--- src/rtl/divisor_programable.sv ---
`default_nettype none
// ============================================================================
// Module      : divisor_programable
// Description : Multi-channel programmable clock divider / tick generator.
//               Each channel counts 0..Limite and, on reaching Limite,
//               toggles its square wave Frec[i] and pulses Tick[i].
//               Limite is run-time writable per channel.
//               Optional macro DIVISOR_SINCRONIA_EN adds a Sincroniza input
//               that phase-aligns every channel (cont/Frec/Tick cleared).
// Revision    : 1.0 - initial release
// ============================================================================
module divisor_programable #(
  parameter  int CANALES        = 4,
  parameter  int ANCHO          = 16,
  parameter  int LIMITE_INICIAL = 24999,
  localparam int CW             = (CANALES > 1) ? $clog2(CANALES) : 1
) (
  input  logic               Reloj,
  input  logic               Reset_n,
  input  logic [CANALES-1:0] Habilita,
  input  logic               Escribe,
  input  logic [CW-1:0]      Canal,
  input  logic [ANCHO-1:0]   Dato,
`ifdef DIVISOR_SINCRONIA_EN
  input  logic               Sincroniza,
`endif
  output logic [CANALES-1:0] Frec,
  output logic [CANALES-1:0] Tick
);

  localparam logic [ANCHO-1:0] c_limite_ini = LIMITE_INICIAL[ANCHO-1:0];

  for (genvar i = 0; i < CANALES; i++) begin : g_canal
    logic [ANCHO-1:0] limite_q, limite_d;
    logic [ANCHO-1:0] cont_q, cont_d;
    logic             frec_q, frec_d;
    logic             tick_q, tick_d;
    logic             wr_hit;

    // An out-of-range Canal matches no channel, so such writes vanish here.
    assign wr_hit = Escribe && (32'(Canal) == i);

    // Next-state: count/toggle when enabled, then a write overrides the count.
    always_comb begin
      limite_d = limite_q;
      cont_d   = cont_q;
      frec_d   = frec_q;
      tick_d   = 1'b0;
      if (Habilita[i]) begin
        if (cont_q == limite_q) begin
          cont_d = '0;
          frec_d = ~frec_q;
          tick_d = 1'b1;
        end else begin
          cont_d = cont_q + 1'b1;
        end
      end
      // A write beats a coincident terminal count: no toggle, no tick.
      if (wr_hit) begin
        limite_d = Dato;
        cont_d   = '0;
        frec_d   = frec_q;
        tick_d   = 1'b0;
      end
`ifdef DIVISOR_SINCRONIA_EN
      // Alignment wins for the counting state; a coincident Limite write still lands.
      if (Sincroniza) begin
        cont_d = '0;
        frec_d = 1'b0;
        tick_d = 1'b0;
      end
`endif
    end

    // Channel state registers with asynchronous reset.
    always_ff @(posedge Reloj or negedge Reset_n) begin
      if (!Reset_n) begin
        limite_q <= c_limite_ini;
        cont_q   <= '0;
        frec_q   <= 1'b0;
        tick_q   <= 1'b0;
      end else begin
        limite_q <= limite_d;
        cont_q   <= cont_d;
        frec_q   <= frec_d;
        tick_q   <= tick_d;
      end
    end

    assign Frec[i] = frec_q;
    assign Tick[i] = tick_q;
  end

endmodule
`default_nettype wire

--- config.mk ---
export PLATFORM = sky130hd
export DESIGN_NAME = divisor_programable
export DESIGN_NICKNAME = d
export VERILOG_FILES = /design/src/rtl/divisor_programable.sv
export SDC_FILE = /design/constraint.sdc
export NUM_CORES = 1
export LEC_CHECK = 0
export CAP_MARGIN = 25
export CORE_UTILIZATION = 45
export CTS_CLUSTER_DIAMETER = 50
export DETAILED_ROUTE_END_ITERATION = 10
export PLACE_DENSITY_LB_ADDON = 0.2
export SETUP_SLACK_MARGIN = 0.5
export SLEW_MARGIN = 20
export SYNTH_ARGS = -nofsm -noshare
export SYNTH_HDL_FRONTEND = slang
export SYNTH_SLANG_ARGS = --single-unit
--- constraint.sdc ---
create_clock -name Reloj -period 1.75 [get_ports Reloj]
set_clock_uncertainty 0.1 [all_clocks]
set_input_delay 0.175 -clock Reloj [delete_from_list [all_inputs] [get_ports Reloj]]
set_output_delay 0.175 -clock Reloj [all_outputs]
set_load 0.02 [all_outputs]
Word-level counts from Yosys, hierarchy flattened
Cells that the tools add are included.
Storage, ports and cells
  flip-flop bits (word level): 136
  output and inout bits: 8
  word-level logic and storage cells: 72
Cells by class
  add/subtract/negate cells: 4
  equal/unequal tests: 7
  multiplexer cells: 24
  bitwise logic cells: 8
  reductions and logical operators: 13
Operator list (count)
  $mux 16: 12
  $add 16x1->16 const B: 4
  $eq 16x16->1: 4
  $mux 1: 12
  $reduce_and 3->1: 4
  $not 1->1: 8
  $reduce_bool 2->1: 4
  $eq 2x2->1 const B: 2
  $logic_and 1x1->1: 4
  $eq 2x1->1 const B: 1
  $logic_not 2->1: 1

Depth between registers and ports, before layout
  depth in word-level cells: 4
  depth in mapped cells: 7
  mapped depth without buffers: 6

Worst setup path before layout
Ideal clock, no wire load.
  path kind: register -> register
  start point: register g_canal[3].limite_q[0]
  end point: register g_canal[3].cont_q[11]
  library setup time: 119 ps
  arrival: 1510 ps
  slack: 22 ps
  cell stages (with the launch flop): 7
  path buffers: 1
  period minus slack after synthesis: 1728 ps
  cells stage by stage: dfstp_2 -> xnor2_1 -> nand4_1 -> nor4_2 -> a21bo_2 -> buf_4 -> nor2_1
Between the ends
  longest elaborated chain between the ends: 4
Ends and longest elaborated chain
  from (decl): RTL line 34  | logic [ANCHO-1:0] limite_q, limite_d;
  from (signal assigned): RTL line 78  | limite_q <= c_limite_ini;
  from (signal assigned): RTL line 83  | limite_q <= limite_d;
  $eq 16x16->1: RTL line 50  | if (cont_q == limite_q) begin
  $mux 16: RTL line 50
  $mux 16: RTL line 49  | if (Habilita[i]) begin
  $mux 16: RTL line 59  | if (wr_hit) begin
  to (signal assigned): RTL line 84  | cont_q <= cont_d;
  to (decl): RTL line 35  | logic [ANCHO-1:0] cont_q, cont_d;
Every way passes these cells. The select of a mux whose other input is x is not followed.
A chain may end at the register's enable or synchronous reset.

Final worst setup path
  start point: register g_canal[2].limite_q[7]
  end point: register g_canal[2].cont_q[4]
Between the ends
  longest elaborated chain between the ends: 4
Ends and longest elaborated chain (RTL line)
  from (decl): 34
  from (signal assigned): 78
  from (signal assigned): 83
  $eq 16x16->1: 50
  $mux 16: 50
  $mux 16: 49
  $mux 16: 59
  to (signal assigned): 84
  to (decl): 35
Every way passes these cells. The select of a mux whose other input is x is not followed.

==> flow_summary.ini <==
[status]
outcome = finished with violations
violations = setup timing

[yosys]
synth_edf_count = 0
asyncSetResetFlopFracSynth = 1.000
avgSynthCellArea_um2 = 11.52
ys.flop_type = dfrtp_1
ys_types = 46
mappedNetlistNets = 607
syn_inst = 578
yosys_warnings = 0
ys_ff_latch = 136
ys_seq_area_frac = 0.5171
synthesis.area_um2 = 6659

[pwr]
vdd_drop_max_mv = 0.7380
power_density_nw_per_um2 = 1072
finalPower_uw = 9405
leakagePower_uw = 0.003788

[critical_path]
worstPathCellList = xor2_1 -> nor4_2 -> buf_4 -> nand4_4 -> o21ai_4 -> buf_6 -> nor2_2
slowest_delay_ns = 0.54
cp.arrival_ns = 2.07
worstPathRequired_ns = 1.95
path_class = reg -> reg
critPathTopFamily = flip-flops
cp-start-kind = register
cpMaxStageDelayCell = dfstp_2
cp_max_fo = 6
path_buf_inv = 2
cp-end-kind = register

[grt]
track_usage = 0.2101
grt_pass1_wl_um = 23790
grt_overflow = 0
first_global_vias = 4791
grt_start_max_net_pins = 44
antenna_found_initial = 0

[route]
vias = 4614
drc_errors = 0
wirelength_um = 14900
wire_per_inst_um = 16.79
ant_nets = 0
drt_iter0_markers = 286
vias_per_cell = 5.202
firstDrtPassIters = 5

[cells_and_area]
drive_above_1_share = 0.4026
n_fill_cell = 1145
mostFrequentLayoutCells = 103 x dfrtp_1, 72 x buf_4, 65 x xnor2_1
n_antenna_cell = 0
fin_nets = 720
register_area_um2 = 3445
layout.cells.non_filler = 887
multi_input_area_um2 = 3302
final_common_cell = dfrtp_1
area_growth_pct = 31.70

[hold_path]
min_path_type = in -> async

[die]
initial_core_util = 0.4599
fp-row-count = 44
die_area_um2 = 15290
io_pins = 33
die_w_um = 123.6
die_y_um = 123.6
core_area_um2 = 14480

[timing]
hold_violations = 0
rsz0062_at_grt = true
slew_headroom = 0.7617
setup_viol = 35
setup_ws_ns = -0.1151
tightestPinTransition_ns = 0.3547
fmax_mhz = 536.2
period_needed_ns = 1.865
finalMaxSlewViolations = 0
period_share = 1.066

[clock_network]
tritoncts = built
clkLatencyLatePin_ns = 0.42
clock-sinks = 136
cts-root-buf = clkbuf_16
clk_pin_slew_worst_paths_ns = 0.06
cts_made_buffers = 17
h-tree-depth = 4
clock_path_buffers = 2

[placement]
port_buffers = 32
dp_slack_ns = -0.09342
gp_congestion = 0.8454
placed_cells = 840
place_hpwl_um = 9971

[flow_run]
maxCapViolCount = 0
-- registers in the layout, indices dropped and copies added (netlist names) --
register,flops
g_canal.cont_q,64
g_canal.frec_q,4
g_canal.tick_q,4
g_canal.limite_q,64
-- cells by family (layout without fill, tap and decap cells) --
logic type | count (synthesis) | in the layout | share of synthesized area
compound gates | 17 | 18 | 0.01841
simple gates | 198 | 198 | 0.1545
mux | 64 | 64 | 0.1082
flops | 136 | 136 | 0.5171
buf+inv | 37 | 161 | 0.03157
fa+ha+maj | 4 | 4 | 0.007516
xor+xnor | 122 | 122 | 0.1627
-- routing by layer --
layer,global-route usage,vias up,wire [um]
met2,0.3448,77,7361
met3,0.05311,18,676
li1,-,2185,-
met5,0,-,0
met1,0.2715,2334,6681
met4,0.06702,0,176
-- path summary, 6_finish.rpt --
kind | endpoint | cells past startpoint | slack [ns] | startpoint
setup / recovery | g_canal[2].cont_q[4] | 7 | -0.12 | g_canal[2].limite_q[7]
hold / removal | g_canal[1].cont_q[0] | 2 | 0.11 | Reset_n
setup reg to reg | g_canal[2].cont_q[4] | 7 | -0.12 | g_canal[2].limite_q[7]
hold reg to reg | g_canal[3].frec_q | 1 | 0.40 | g_canal[3].frec_q
max in group asynchronous | g_canal[2].limite_q[2] | 3 | 0.78 | Reset_n
min in group Reloj | g_canal[3].cont_q[0] | 4 | 0.37 | Escribe
-- cells in the mapped netlist, drive strengths merged, types with 2 or more instances --
cell type	count	area, um^2
dfrtp	104	2603
xnor2	69	611.8
nor2	68	255.2
mux2	64	720.7
xor2	53	471.7
nand4	37	237.7
dfstp	32	840.8
nand2	29	108.9
buf	21	147.6
nand3	14	70.07
and3	13	82.58
nor3	10	50.05
clkbuf	8	32.53
inv	8	30.03
nor4	7	68.82
nand3b	6	45.04
ha	4	50.05
o21ai	4	23.77
a21oi	3	15.01
nor3b	3	32.53
a21bo	2	20.02
a21boi	2	15.01
and2	2	12.51
nand2b	2	12.51
nor2b	2	12.51
o21a	2	15.01
o2bb2ai	2	17.52
or2	2	12.52
-- report_power, final --
part | switching [uW] | internal [uW]
clock | 1330 | 2440
sequential | 374 | 3670
combinational | 703 | 899
-- cell type report --
class	count	share of cell area
multi-input cells	406	0.3765
well taps	184	0.02625
repair buffers	122	0.1314
inverters	8	0.003424
clock buffers	21	0.05250
clock inverters	10	0.01712
flip-flops and latches	136	0.3928
-- what timing repair did --
action,CTS,global route
setup endpoints to repair,108,76
gates cloned,3,0
pin swaps,15,14
hold buffers,1,0
resized for setup,69,40
endpoints found under the hold margin,112,0
setup buffers,11,1
-- metrics by stage --
stage	instance area [um^2]	hold slack, ns	util	setup TNS (ns)
detailed placement	7689	-0.01815	0.5310	-2.717
CTS	8586	0.1076	0.5930	-0.8658
floorplan	6675	-0.2206	-	0
global route	8770	0.1275	0.6057	-7.105
global placement	7689	-0.01424	0.5310	-2.125
finish	8770	0.1119	0.6057	-2.228
Note: power is estimated with default switching activity, not from simulation.
